### src/rtl/alu_writeback.sv
// Writeback stage behind the 16-bit ALU: one-entry stage register feeding the
// register-file write port, plus condition codes, branch resolution and a retire counter.
module alu_writeback #(
    parameter int W  = 16,
    parameter int RA = 3
) (
    input  logic          clk,
    input  logic          rst_n,
    input  logic          ex_valid,
    output logic          ex_ready,
    input  logic          ex_is_br,
    input  logic [3:0]    ex_opcode,
    input  logic [RA-1:0] ex_rd,
    input  logic [W-1:0]  ex_result,
    input  logic          ex_s,
    input  logic          ex_z,
    input  logic          ex_c,
    input  logic          ex_v,
    input  logic [2:0]    ex_cond,
    input  logic [W-1:0]  ex_target,
    output logic          rf_we,
    output logic [RA-1:0] rf_waddr,
    output logic [W-1:0]  rf_wdata,
    input  logic          rf_ready,
    output logic          fwd_valid,
    output logic [RA-1:0] fwd_rd,
    output logic [W-1:0]  fwd_data,
    output logic [3:0]    flags,
    output logic          br_taken,
    output logic [W-1:0]  br_target,
    output logic [15:0]   retired
);

    logic          valid_q;
    logic          we_q;
    logic          is_br_q;
    logic          taken_q;
    logic [RA-1:0] rd_q;
    logic [W-1:0]  data_q;
    logic [W-1:0]  target_q;
    logic [3:0]    flags_q;
    logic [15:0]   retired_q;

    logic drain;
    logic accept;
    logic op_writes;
    logic op_flags;
    logic cond_true;

    // Opcode classes: writing ops also update flags; CMP updates flags only.
    always_comb begin
        op_writes = 1'b0;
        op_flags  = 1'b0;
        case (ex_opcode)
            4'b0000, 4'b0001, 4'b0010, 4'b0011, 4'b0100, 4'b0110,
            4'b1000, 4'b1001, 4'b1010, 4'b1011: begin
                op_writes = 1'b1;
                op_flags  = 1'b1;
            end
            4'b0101: op_flags = 1'b1;
            default: ;
        endcase
    end

    // Branches resolve against the flags held before this edge.
    always_comb begin
        cond_true = 1'b0;
        case (ex_cond)
            3'b000:  cond_true = 1'b1;
            3'b001:  cond_true = flags_q[2];
            3'b010:  cond_true = !flags_q[2];
            3'b011:  cond_true = flags_q[3] ^ flags_q[0];
            3'b100:  cond_true = flags_q[2] | (flags_q[3] ^ flags_q[0]);
            3'b101:  cond_true = flags_q[1];
            3'b110:  cond_true = !flags_q[1];
            default: cond_true = 1'b0;
        endcase
    end

    assign drain    = valid_q && (!we_q || rf_ready);
    assign ex_ready = rst_n && (!valid_q || drain);
    assign accept   = ex_valid && ex_ready;

    always_ff @(posedge clk or negedge rst_n) begin
        if (!rst_n) begin
            valid_q  <= 1'b0;
            we_q     <= 1'b0;
            is_br_q  <= 1'b0;
            taken_q  <= 1'b0;
            rd_q     <= '0;
            data_q   <= '0;
            target_q <= '0;
        end else if (accept) begin
            valid_q  <= 1'b1;
            we_q     <= !ex_is_br && op_writes;
            is_br_q  <= ex_is_br;
            taken_q  <= ex_is_br && cond_true;
            rd_q     <= ex_rd;
            data_q   <= ex_result;
            target_q <= ex_target;
        end else if (drain) begin
            valid_q <= 1'b0;
            we_q    <= 1'b0;
            is_br_q <= 1'b0;
            taken_q <= 1'b0;
        end
    end

    always_ff @(posedge clk or negedge rst_n) begin
        if (!rst_n) begin
            flags_q <= 4'b0000;
        end else if (accept && !ex_is_br && op_flags) begin
            flags_q <= {ex_s, ex_z, ex_c, ex_v};
        end
    end

    always_ff @(posedge clk or negedge rst_n) begin
        if (!rst_n) begin
            retired_q <= 16'd0;
        end else if (drain) begin
            retired_q <= retired_q + 16'd1;
        end
    end

    assign rf_we     = valid_q && we_q;
    assign rf_waddr  = rd_q;
    assign rf_wdata  = data_q;
    assign fwd_valid = rf_we;
    assign fwd_rd    = rd_q;
    assign fwd_data  = data_q;
    assign flags     = flags_q;
    assign br_taken  = valid_q && is_br_q && taken_q;
    assign br_target = br_taken ? target_q : '0;
    assign retired   = retired_q;

endmodule

### config.mk
export PLATFORM = sky130hd
export DESIGN_NAME = alu_writeback
export DESIGN_NICKNAME = d
export VERILOG_FILES = /design/src/rtl/alu_writeback.sv
export SDC_FILE = /design/constraint.sdc
export NUM_CORES = 1
export LEC_CHECK = 0
export ABC_CLOCK_PERIOD_IN_PS = 1400
export BUFFER_PORTS_ARGS = -buffer_cell sky130_fd_sc_hd__buf_4
export CAP_MARGIN = 30
export CORE_MARGIN = 8
export CORE_UTILIZATION = 40
export DETAILED_ROUTE_END_ITERATION = 16
export PLACE_DENSITY = 0.73
export SLEW_MARGIN = 30
export SYNTH_ARGS = -nofsm -noshare
export SYNTH_HDL_FRONTEND = slang
export SYNTH_SLANG_ARGS = --single-unit
### constraint.sdc
create_clock -name clk -period 1.4 [get_ports clk]
set_input_delay 0.28 -clock clk [delete_from_list [all_inputs] [get_ports clk]]
set_output_delay 0.28 -clock clk [all_outputs]
set_load 0.03 [all_outputs]
## After elaboration in Yosys (flattened, before gate mapping)

Cells that the tools add are included.
Widths: inputs -> output; s select.

| word-level totals | value |
|---|---|
| output and inout bits | 78 |
| bits in latches | 0 |
| memories kept | 0 |
| bits in read-only memories | 0 |
| RAM bits | 0 |
| flip-flop bits (word level) | 59 |

| operators by class | value |
|---|---|
| muxes and demuxes | 9 |
| add/sub/neg operators | 1 |
| shifts and indexed selects | 0 |
| reduce and logical (&&, ||, !) cells | 22 |
| divide/modulo/power cells | 0 |
| equal/unequal tests | 16 |
| $lt $le $gt $ge | 0 |
| multiply operators | 0 |
| bitwise gates (word level) | 2 |

Operators with widths:

| operator | number |
|---|---|
| $add 16x1->16 const B | 1 |
| $eq 4x4->1 const B | 4 |
| $mux 16 | 1 |
| $eq 4x3->1 const B | 3 |
| $reduce_or 11->1 | 1 |
| $logic_and 1x1->1 | 10 |
| $reduce_or 10->1 | 1 |
| $eq 3x3->1 const B | 3 |
| $eq 4x2->1 const B | 2 |
| $mux 1 | 7 |
| $pmux 1 s7 | 1 |
| $eq 3x2->1 const B | 2 |
| $logic_not 1->1 | 5 |
| $eq 4x1->1 const B | 1 |
| $logic_not 4->1 | 1 |
| $eq 3x1->1 const B | 1 |
| $logic_not 3->1 | 1 |
| $logic_or 1x1->1 | 2 |
| $reduce_bool 2->1 | 1 |
| $or 1x1->1 | 1 |
| $xor 1x1->1 | 1 |

## Longest topological paths before layout

Gate-level depths: netlist (run 1).

| logic depth | value |
|---|---|
| word-level depth | 8 |
| mapped depth | 7 |
| mapped depth without buffers | 4 |

## Least setup slack after synthesis (run 1)

Ideal clock, no wire load.

| path | value |
|---|---|
| path type | reg-to-output |
| from | register valid_q |
| to | output port br_target[10] |
| cell stages (with the launch flop) | 6 |
| path slack | -0.222 ns |
| arrival time | 1.342 ns |
| path through | dfrtp_1 > buf_6 > and3_1 > clkbuf_1 > buf_2 > and2_1 |

| between the ends | value |
|---|---|
| word-level cells in the longest chain between the ends | 3 |

Ends and longest elaborated chain:

| element | line | text |
|---|---|---|
| start, declared | 34 | `logic valid_q;` |
| start signal, assigned | 86 | `valid_q <= 1'b0;` |
| start signal, assigned | 94 | `valid_q <= 1'b1;` |
| start signal, assigned | 102 | `valid_q <= 1'b0;` |
| $logic_and 1x1->1 (2 in series) | 132 | `assign br_taken = valid_q && is_br_q && taken_q;` |
| named net br_taken | 29 | `output logic br_taken,` |
| $mux 16 | 133 | `assign br_target = br_taken ? target_q : '0;` |
| end, declared | 30 | `output logic [W-1:0] br_target,` |

The timed path passes the listed nets, and every way through them passes these cells.

## Worst setup path after layout (run 1)

| path | value |
|---|---|
| from | register valid_q |
| to | output port ex_ready |

| between the ends | value |
|---|---|
| word-level cells in the longest chain between the ends | 3 |
| elaborated cells between the ends (all ways) | 4 |
| classes of those cells | reduce/logical (4) |

Ends and longest elaborated chain:

| element | line | text |
|---|---|---|
| $logic_not 1->1 / $logic_and 1x1->1 (equally long branches) | 81, 80 |  |
| $logic_or 1x1->1 (*) | 81 | `assign ex_ready = rst_n && (!valid_q \|\| drain);` |
| $logic_and 1x1->1 (*) | 81 |  |
| end, declared | 10 | `output logic ex_ready,` |

Every way passes the cells marked *; elsewhere a longest branch is shown, timed or not.

==> flow_metrics.py, run 1 <==
metrics = {
    "detailed_routing": {
        "detail_route.iter0.violations": 41,
        "remaining_drc_errors": 0,
        "post_drt_via_cell_ratio": 4.75,
        "drt-met1-wl_um": 3390,
        "highest-signal-layer": "met4",
        "num_vias": 2396,
        "wire_per_inst_um": 16.1,
        "drt.antenna.violating_nets": 0,
        "detail_route.wirelength_um": 8090,
        "met2RoutedLength_um": 3960,
        "first_drt_pass_iteration_count": 4,
        "met3WireLength_um": 559,
    },
    "global_route": {
        "grt_first_pass_wirelength_um": 11700,
        "globalRouteOverflowTotal": 0,
        "number_of_global_route_vias_before_repair": 2535,
        "antenna_found_initial": 0,
        "globalRouteTotalUtil": 0.148,
        "grt_start_max_net_pins": 39,
    },
    "clocking": {
        "clock-sinks": 59,
        "cts_tree": "done",
        "insertion_delay_ns": 0.34,
        "cts_root_buf": "sky130_fd_sc_hd__clkbuf_8",
        "number_of_buffers_created_by_cts": 9,
        "clock_tree.buffer_depth": 2,
        "ctsHtreeMaxLevel": 3,
        "clkTransAtPathRegs_ns": 0.07,
    },
    "worst_hold_path": {
        "holdCritPathClass": "in -> async",
    },
    "placed_design": {
        "place.gp.congestion": 0.732,
        "detailed_place.area_mm2": 0.00376,
        "port-buffer-count": 128,
        "place_hpwl_um": 5470,
    },
    "die": {
        "floorplan.core_area_mm2": 0.00676,
        "width_of_the_die_um": 99.3,
        "std_cell_rows": 30,
        "top_level_ports": 129,
        "initial_cell_density_of_the_core": 0.411,
        "die_area_mm2": 0.00986,
        "chipHeight_um": 99.3,
    },
    "final_layout": {
        "multiInputGateArea_mm2": 0.00128,
        "postLayoutCellArea_mm2": 0.00433,
        "nFillCells": 585,
        "sequential_cell_area_mm2": 0.00149,
        "final_layout_size_suffix_gt1_frac": 0.535,
        "antenna_cells_inserted": 0,
        "syn2layout_area_growth_pct": 56.1,
        "final_net_count": 472,
        "layout.core_utilization": 0.641,
    },
    "critical_path": {
        "rr_startpoint": "valid_q",
        "worst-r2r-setup-slack_ns": -0.15,
        "startpoint": "valid_q",
        "critical_path.max_fanout": 3,
        "nature_of_the_critical_path_endpoint": "primary output",
        "arrival_ns": 1.33,
        "worst-setup-path-type": "reg -> out",
        "required_ns": 1.12,
        "r2r_endpoint": "flags[0]",
        "rr_worst_depth": 5,
        "setup.worst_path.start_class": "flip-flop",
    },
    "job": {
        "maxCapViolations": 0,
    },
    "pwr": {
        "leakage_nw": 2.34,
        "ir_drop_mv": 0.529,
        "power-per-cell-area_mw_per_mm2": 1230,
    },
    "logic_synthesis": {
        "netlist.area_leader.share": 0.532,
        "synth_common_cells": "sky130_fd_sc_hd__nand2_1 (121), sky130_fd_sc_hd__dfrtp_1 (59), sky130_fd_sc_hd__buf_4 (20), sky130_fd_sc_hd__and2_1 (18), sky130_fd_sc_hd__xor2_1 (9)",
        "postSynthNetCount": 343,
        "synth_compound_gate_area_share": 0.0253,
        "synth_xor_area_frac": 0.0505,
        "yosys.area_share.adder": 0.00451,
        "synth.mux.area_fraction": 0.0203,
        "yosys.cell_count.top_type": "sky130_fd_sc_hd__nand2_1",
        "simple_gate_area_share_of_the_yosys_netlist": 0.289,
        "count_of_flip_flops_with_a_built_in_enable_after_synthesis": 0,
        "yosysWarningCount": 0,
        "postSynth.asyncResetShare": 1.00,
        "synth-seq-area-share": 0.532,
        "yosysUniqueCellTypes": 36,
        "synth_top_cells_by_area": "sky130_fd_sc_hd__dfrtp_1 (53%), sky130_fd_sc_hd__nand2_1 (16%), sky130_fd_sc_hd__buf_4 (5.4%)",
        "synthDominantAreaCellType": "sky130_fd_sc_hd__dfrtp_1",
        "synth-main-ff-cell": "sky130_fd_sc_hd__dfrtp_1",
        "postSynthAreaPerCell_um2": 9.53,
        "largest_family_of_logic_cells_by_synthesized_area": "simple AND/OR/NAND/NOR gates",
        "synth_seq_cells": 59,
        "syn_area_mm2": 0.00277,
        "syn-instance-count": 291,
    },
    "timing": {
        "worst_pin_slew_ns": 0.484,
        "rsz0062_at_grt": "true",
        "finalSetupViolations": 41,
        "finalHoldViolCount": 0,
        "setup_slack_ns": -0.214,
        "slew_violations": 0,
        "slew_headroom": 0.677,
        "fmaxAchievable_ghz": 0.619,
        "setup-tns-final_ns": -4.20,
        "timing.final.crit_period_ns": 1.61,
        "clock_skew_ns": 0.0115,
        "layout_worst_path_cycle_share": 1.15,
    },
    "status": {
        "failed_checks": "negative setup slack",
        "outcome": "finished with violations",
    },
}
## worst max-delay path, cell delays in order, from the launching register on
cell,delay (ns)
sky130_fd_sc_hd__dfrtp_1,0.41
sky130_fd_sc_hd__buf_6,0.13
sky130_fd_sc_hd__nand3b_4,0.08
sky130_fd_sc_hd__buf_6,0.13
sky130_fd_sc_hd__and2_4,0.13
sky130_fd_sc_hd__buf_6,0.13
## power by group
| part | leakage (nW) | switching, mW | internal [mW] | total [mW] |
|---|---|---|---|---|
| registers | 0.726 | 0.229 | 1.97 | 2.20 |
| logic | 1.52 | 1.01 | 0.736 | 1.75 |
| clock network | 0.0920 | 0.636 | 0.720 | 1.36 |
## flip-flops by register name (all words and copies together), names as in the netlist
register / cells
we_q: 1
target_q: 16
taken_q: 1
flags: 4
valid_q: 1
fwd_data: 16
retired: 16
is_br_q: 1
fwd_rd: 3
## layout make-up
cell class              instances  area share
flip-flops and latches         59       0.343
multi-input cells             200       0.297
repair buffers                148       0.296
clock buffers                  12      0.0358
well taps                      80      0.0231
clock inverters                 3     0.00347
inverters                       2     0.00173
## metal layers
metal	vias up	global-route usage
met4	0	0.0803
li1	1162	-
met1	1138	0.161
met2	82	0.246
met5	-	0
met3	14	0.0538
## placed cells by master (no fill, tap or decap), types with 6 or more instances in the layout
| cell | count |
|---|---|
| sky130_fd_sc_hd__buf_6 | 27 |
| sky130_fd_sc_hd__xnor2_1 | 7 |
| sky130_fd_sc_hd__buf_4 | 116 |
| sky130_fd_sc_hd__dfrtp_1 | 51 |
| sky130_fd_sc_hd__xor2_1 | 9 |
| sky130_fd_sc_hd__nand2_2 | 17 |
| sky130_fd_sc_hd__nand2_1 | 96 |
| sky130_fd_sc_hd__and2_1 | 6 |
| sky130_fd_sc_hd__and2_4 | 12 |
| sky130_fd_sc_hd__clkbuf_8 | 11 |
| sky130_fd_sc_hd__dfrtp_2 | 8 |
| sky130_fd_sc_hd__nand2_4 | 8 |
## what timing repair did
item,in CTS,in global routing
hold buffers,1,0
setup buffers,1,5
gates cloned,0,5
pin swaps,1,20
hold endpoints to repair,21,0
gates resized for setup,21,54
setup endpoints to repair,20,46
## per-stage QoR
stage / instances / hold WS [ns] / power (mW) / worst slack (ns)
floorplan: 291 / -0.0156 / 3.19 / 0.00371
global placement: 478 / 0.313 / 3.79 / 0.00755
detailed placement: 478 / 0.314 / 3.83 / -0.0141
CTS: 494 / 0.0387 / 5.21 / -0.225
global route: 504 / 0.0622 / 5.59 / -0.260
finish: 504 / 0.0311 / 5.30 / -0.214
## kinds of logic (layout without fill, tap and decap cells)
logic type	after synthesis	count (layout)
AOI/OAI and AO/OA	8	8
xor gates and xnor gates	16	16
adders and majority gates	1	1
buffers and inverters	33	165
DFF	59	59
muxes	5	5
and+or+nand+nor	169	170
## how the worst max path moves through the flow
stage | endpoint | slack (ns) | cells after the start
after floorplan | retired[15] | 0.004 | 4
after global placement | flags[3] | 0.008 | 4
after detailed placement | flags[3] | -0.01 | 4
after CTS | br_target[5] | -0.22 | 3
after global routing | br_target[5] | -0.26 | 3
final | ex_ready | -0.21 | 5
Note: power is estimated with default switching activity, not from simulation.
==> run 2, diff against run 1 <==
==> config.mk (replaced) <==
export PLATFORM = sky130hd
export DESIGN_NAME = alu_writeback
export DESIGN_NICKNAME = d
export VERILOG_FILES = /design/src/rtl/alu_writeback.sv
export SDC_FILE = /design/constraint.sdc
export NUM_CORES = 1
export LEC_CHECK = 0
export ABC_CLOCK_PERIOD_IN_PS = 1600
export BUFFER_PORTS_ARGS = -buffer_cell sky130_fd_sc_hd__buf_2
export CAP_MARGIN = 30
export CORE_MARGIN = 8
export CORE_UTILIZATION = 40
export DETAILED_ROUTE_END_ITERATION = 16
export PLACE_DENSITY = 0.7
export SLEW_MARGIN = 30
export SYNTH_ARGS = -nofsm -noshare
export SYNTH_HDL_FRONTEND = slang
export SYNTH_SLANG_ARGS = --single-unit
==> constraint.sdc (replaced) <==
create_clock -name clk -period 1.6 [get_ports clk]
set_input_delay 0.32 -clock clk [delete_from_list [all_inputs] [get_ports clk]]
set_output_delay 0.32 -clock clk [all_outputs]
set_load 0.03 [all_outputs]
==> flow_metrics.py, run 2 (synthesis gave the netlist of run 1 again) <==
metrics = {
    "status": {
        "outcome": "finished with violations",
        "failed_checks": "negative setup slack",
    },
    "die": {
        "width_of_the_die_um": 99.3,
        "std_cell_rows": 30,
        "initial_cell_density_of_the_core": 0.411,
        "chipHeight_um": 99.3,
        "die_area_mm2": 0.00986,
        "floorplan.core_area_mm2": 0.00676,
        "top_level_ports": 129,
    },
    "placed_design": {
        "port-buffer-count": 128,
        "preCtsSetupSlack_ns": 0.118,
        "place_hpwl_um": 5160,
        "place.gp.congestion": 0.743,
    },
    "timing": {
        "timing.final.crit_period_ns": 1.64,
        "worst_pin_slew_ns": 0.399,
        "slew_headroom": 0.734,
        "setup_slack_ns": -0.0424,
        "layout_worst_path_cycle_share": 1.03,
        "clock_skew_ns": 0.00850,
        "fmaxAchievable_ghz": 0.609,
        "rsz0062_at_grt": "true",
        "slew_violations": 0,
        "finalHoldViolCount": 0,
        "finalSetupViolations": 18,
    },
    "final_layout": {
        "syn2layout_area_growth_pct": 36.6,
        "nFillCells": 612,
        "final_layout_size_suffix_gt1_frac": 0.447,
        "final_net_count": 463,
        "leading_cell_type_in_the_layout_fill_and_taps_excluded": "sky130_fd_sc_hd__nand2_1",
        "mostFrequentLayoutCells": "sky130_fd_sc_hd__nand2_1 (121), sky130_fd_sc_hd__buf_2 (108), sky130_fd_sc_hd__dfrtp_1 (59)",
        "antenna_cells_inserted": 0,
    },
    "clocking": {
        "clkTransAtPathRegs_ns": 0.07,
        "clock-sinks": 59,
        "insertion_delay_ns": 0.33,
        "ctsHtreeMaxLevel": 3,
        "number_of_buffers_created_by_cts": 9,
        "clock_tree.buffer_depth": 2,
        "cts_tree": "done",
        "cts_root_buf": "sky130_fd_sc_hd__clkbuf_8",
    },
    "critical_path": {
        "required_ns": 1.28,
        "worst-setup-path-type": "reg -> out",
        "arrival_ns": 1.32,
        "setup.worst_path.start_class": "flip-flop",
        "nature_of_the_critical_path_endpoint": "primary output",
        "critical_path.max_fanout": 6,
    },
    "detailed_routing": {
        "post_drt_via_cell_ratio": 4.63,
        "remaining_drc_errors": 0,
        "num_vias": 2296,
        "drt.antenna.violating_nets": 0,
        "detail_route.iter0.violations": 47,
        "first_drt_pass_iteration_count": 4,
        "wire_per_inst_um": 14.3,
        "detail_route.wirelength_um": 7070,
    },
    "job": {
        "maxCapViolations": 0,
    },
    "worst_hold_path": {
        "holdCritPathClass": "in -> async",
    },
    "global_route": {
        "grt_start_max_net_pins": 39,
        "globalRouteOverflowTotal": 0,
        "antenna_found_initial": 0,
        "grt_first_pass_wirelength_um": 12000,
        "globalRouteTotalUtil": 0.151,
        "number_of_global_route_vias_before_repair": 2523,
    },
    "pwr": {
        "ir_drop_mv": 0.514,
        "report.power.total_mw": 4.42,
        "leakage_nw": 2.14,
        "power-per-cell-area_mw_per_mm2": 1170,
    },
}
run 2: changes by cell type in the layout (fill, tap and decap cells not counted), sizes merged:
cell      before  now
clkbuf        15    9
buf          144  139
clkinvlp       0    2
and3           3    2
bufinv         0    1
clkinv         3    4
run 2: worst paths after layout:
| check | from | end | slack [ns] | depth (start not counted) |
|---|---|---|---|---|
| max in group asynchronous | rst_n | flags[2] | 1.06 | 2 |
| setup reg to reg | valid_q | flags[0] | 0.12 | 5 |
| setup / recovery | is_br_q | br_target[0] | -0.04 | 4 |
| hold reg to reg | retired[15] | retired[15] | 0.47 | 1 |
| hold / removal | rst_n | flags[3] | 0.08 | 2 |
| min in group clk | ex_result[7] | fwd_data[7] | 0.18 | 3 |
run 2: worst max-delay path: stages (launching register included):
cell and delay (ns):
sky130_fd_sc_hd__dfrtp_1 0.38, sky130_fd_sc_hd__and3_4 0.21, sky130_fd_sc_hd__buf_6 0.13, sky130_fd_sc_hd__and2_4 0.14, sky130_fd_sc_hd__buf_6 0.13
run 2: report_power, final:
part | internal [mW] | switching, mW | leakage (nW) | total, mW
logic | 0.396 | 0.809 | 1.30 | 1.21
registers | 1.71 | 0.202 | 0.736 | 1.92
clock network | 0.712 | 0.589 | 0.0950 | 1.30
run 2: timing repair:
action	4_1_cts	5_1_grt
resized for setup	62	0
setup endpoints to repair	19	22
gates cloned	1	0
setup buffers	2	1
endpoints found under the hold margin	2	0
pin swaps	17	2
hold buffers	1	0
run 2: per-stage QoR:
stage | setup TNS (ns) | cell area [µm²] | hold WS, ns | std cells | util
4_1_cts | -0.714 | 3780 | 0.0682 | 495 | 0.560
2_1_floorplan | 0 | 2790 | 0.0244 | 291 | -
6_report | -0.438 | 3790 | 0.0814 | 496 | 0.561
3_3_place_gp | 0 | 3380 | 0.147 | 475 | 0.501
5_1_grt | -1.23 | 3790 | 0.0953 | 496 | 0.561
3_5_place_dp | 0 | 3380 | 0.147 | 475 | 0.501
run 2: area by class of cell:
| class | instances | area, µm² | area share |
|---|---|---|---|
| flip-flops and latches | 59 | 1480 | 0.390 |
| multi-input cells | 199 | 1130 | 0.298 |
| repair buffers | 140 | 882 | 0.233 |
| clock buffers | 9 | 124 | 0.0327 |
| well taps | 80 | 100 | 0.0264 |
| clock inverters | 7 | 68.8 | 0.0182 |
| inverters | 2 | 7.51 | 0.00198 |
run 2: metal layers:
metal	GRT usage	share of wire	vias to the layer above	wire length [µm]
met5	0	0	-	0
met2	0.258	0.49	76	3490
met4	0.0710	0.017	0	117
met3	0.0559	0.087	8	618
met1	0.161	0.40	1069	2840
li1	-	-	1143	-
==> run 3, diff against run 2 <==
--- a/config.mk
+++ b/config.mk
@@ -11,7 +11,7 @@
 export CORE_MARGIN = 8
 export CORE_UTILIZATION = 40
 export DETAILED_ROUTE_END_ITERATION = 16
-export PLACE_DENSITY = 0.7
+export PLACE_DENSITY = 0.69
 export SLEW_MARGIN = 30
 export SYNTH_ARGS = -nofsm -noshare
 export SYNTH_HDL_FRONTEND = slang
==> flow_metrics.py, run 3 (synthesis gave the netlist of run 1 again) <==
metrics = {
    "timing": {
        "setup-tns-final_ns": -0.0405,
        "finalHoldViolCount": 0,
        "clock_skew_ns": 0.00886,
        "layout_worst_path_cycle_share": 1.01,
        "slew_violations": 0,
        "finalSetupViolations": 3,
        "timing.hold.ws_ns": 0.0809,
        "slew_headroom": 0.713,
        "setup_slack_ns": -0.0202,
        "timing.final.crit_period_ns": 1.62,
        "worst_pin_slew_ns": 0.431,
        "fmaxAchievable_ghz": 0.617,
        "rsz0062_at_grt": "true",
    },
    "critical_path": {
        "path_cells": "buf_6, buf_6, and2_4, buf_6",
        "worst-r2r-setup-slack_ns": 0.07,
        "worst-setup-path-type": "reg -> out",
        "critical_path.max_fanout": 6,
        "path_common_cell": "sky130_fd_sc_hd__buf_6",
        "slowest_stage": "sky130_fd_sc_hd__dfrtp_2",
        "rr_worst_depth": 5,
        "arrival_ns": 1.30,
        "required_ns": 1.28,
        "rr_startpoint": "valid_q",
        "nature_of_the_critical_path_endpoint": "primary output",
        "crit_path_max_incr_delay_ns": 0.45,
        "r2r_endpoint": "flags[0]",
        "setup.worst_path.start_class": "flip-flop",
    },
    "die": {
        "floorplan.core_area_mm2": 0.00676,
        "width_of_the_die_um": 99.3,
        "initial_cell_density_of_the_core": 0.411,
        "std_cell_rows": 30,
        "top_level_ports": 129,
        "die_area_mm2": 0.00986,
        "chipHeight_um": 99.3,
    },
    "status": {
        "outcome": "finished with violations",
        "failed_checks": "negative setup slack",
    },
    "clocking": {
        "insertion_delay_ns": 0.32,
        "clock_tree.buffer_depth": 2,
        "ctsHtreeMaxLevel": 3,
        "cts_tree": "done",
        "cts_root_buf": "sky130_fd_sc_hd__clkbuf_8",
        "number_of_buffers_created_by_cts": 9,
        "clock-sinks": 59,
        "clkTransAtPathRegs_ns": 0.07,
    },
    "final_layout": {
        "multiInputGateArea_mm2": 0.00116,
        "nFillCells": 619,
        "final_net_count": 461,
        "syn2layout_area_growth_pct": 37.1,
        "mostFrequentLayoutCells": "sky130_fd_sc_hd__nand2_1 (121), sky130_fd_sc_hd__buf_2 (109), sky130_fd_sc_hd__dfrtp_1 (56)",
        "final_layout_size_suffix_gt1_frac": 0.452,
        "layout.core_utilization": 0.563,
        "sequential_cell_area_mm2": 0.00148,
        "leading_cell_type_in_the_layout_fill_and_taps_excluded": "sky130_fd_sc_hd__nand2_1",
    },
    "detailed_routing": {
        "detail_route.iter0.violations": 68,
        "post_drt_via_cell_ratio": 4.73,
        "drt.antenna.violating_nets": 0,
        "detail_route.wirelength_um": 7250,
        "wire_per_inst_um": 14.7,
        "remaining_drc_errors": 0,
        "first_drt_pass_iteration_count": 5,
        "num_vias": 2342,
    },
    "pwr": {
        "leakage_nw": 2.13,
        "power-per-cell-area_mw_per_mm2": 1230,
        "internal-power_mw": 3.07,
        "switching_power_mw": 1.59,
        "power.clock.fraction": 0.330,
        "swShare": 0.342,
        "power.share.sequential": 0.413,
        "share_of_total_power_in_combinational_logic": 0.257,
        "ir_drop_mv": 0.504,
        "report.power.total_mw": 4.66,
    },
    "global_route": {
        "antenna_found_initial": 1,
        "globalRouteOverflowTotal": 0,
        "grt_start_max_net_pins": 39,
        "globalRouteTotalUtil": 0.150,
        "grt_first_pass_wirelength_um": 11900,
        "number_of_global_route_vias_before_repair": 2537,
    },
    "placed_design": {
        "place.gp.congestion": 0.735,
        "place_hpwl_um": 5090,
        "port-buffer-count": 128,
        "preCtsSetupSlack_ns": 0.122,
    },
    "worst_hold_path": {
        "holdCritPathClass": "in -> async",
    },
    "job": {
        "maxCapViolations": 0,
    },
}
## run 3: changes by cell type in the layout (fill, tap and decap cells not counted), sizes merged, moves of 2 or more
cell,before,now
buf,139,135
clkbuf,9,12
clkinv,4,1
and3,2,4
## run 3: metrics by stage
stage | cell area, µm² | std cells
2_1_floorplan | 2790 | 291
3_3_place_gp | 3380 | 475
3_5_place_dp | 3380 | 475
4_1_cts | 3800 | 494
5_1_grt | 3800 | 495
6_report | 3800 | 495
## run 3: timing repair
action,4_1_cts,5_1_grt
setup endpoints to repair,17,24
hold buffers,1,0
gates resized for setup,61,3
pin swaps,19,3
setup buffers,1,0
endpoints found under the hold margin,1,0
gates cloned,2,0
## run 3: power groups by stage
stage                     combinational [mW]  sequential (mW)  clock, mW
after global placement                  1.18             1.92          0
after CTS                               1.22             1.92       1.57
after floorplan                        0.558             2.22          0
final                                   1.20             1.92       1.54
after global routing                    1.30             1.96       1.64
after detailed placement                1.19             1.93          0
## run 3: how the worst max path moves through the flow
stage	from	endpoint	slack, ns	cells past startpoint
6_report	valid_q	rf_we	-0.02	4
5_1_grt	valid_q	rf_we	-0.06	4
4_1_cts	taken_q	br_target[8]	-0.05	3
3_5_place_dp	rf_ready	flags[0]	0.12	5
3_3_place_gp	valid_q	br_target[0]	0.14	4
2_1_floorplan	valid_q	br_target[10]	0.0004	5
## run 3: routing by layer
| layer | GRT usage | vias up | routed length (µm) |
|---|---|---|---|
| li1 | - | 1144 | - |
| met1 | 0.161 | 1112 | 3010 |
| met2 | 0.252 | 76 | 3560 |
| met3 | 0.0538 | 10 | 558 |
| met4 | 0.0827 | 0 | 125 |
| met5 | 0 | - | 0 |
## run 3: critical path, delay by kind of cell (launching register included)
| kind | cells | cell delay (ns) |
|---|---|---|
| buf+inv | 3 | 0.39 |
| simple gates | 1 | 0.14 |
| flops | 1 | 0.45 |
## run 3: cell type report
type,count,share of cell area
flip-flops and latches,59,0.389
multi-input cells,201,0.304
repair buffers,136,0.218
clock buffers,12,0.0408
well taps,80,0.0263
clock inverters,4,0.0191
inverters,2,0.00197
diodes,1,0.000658
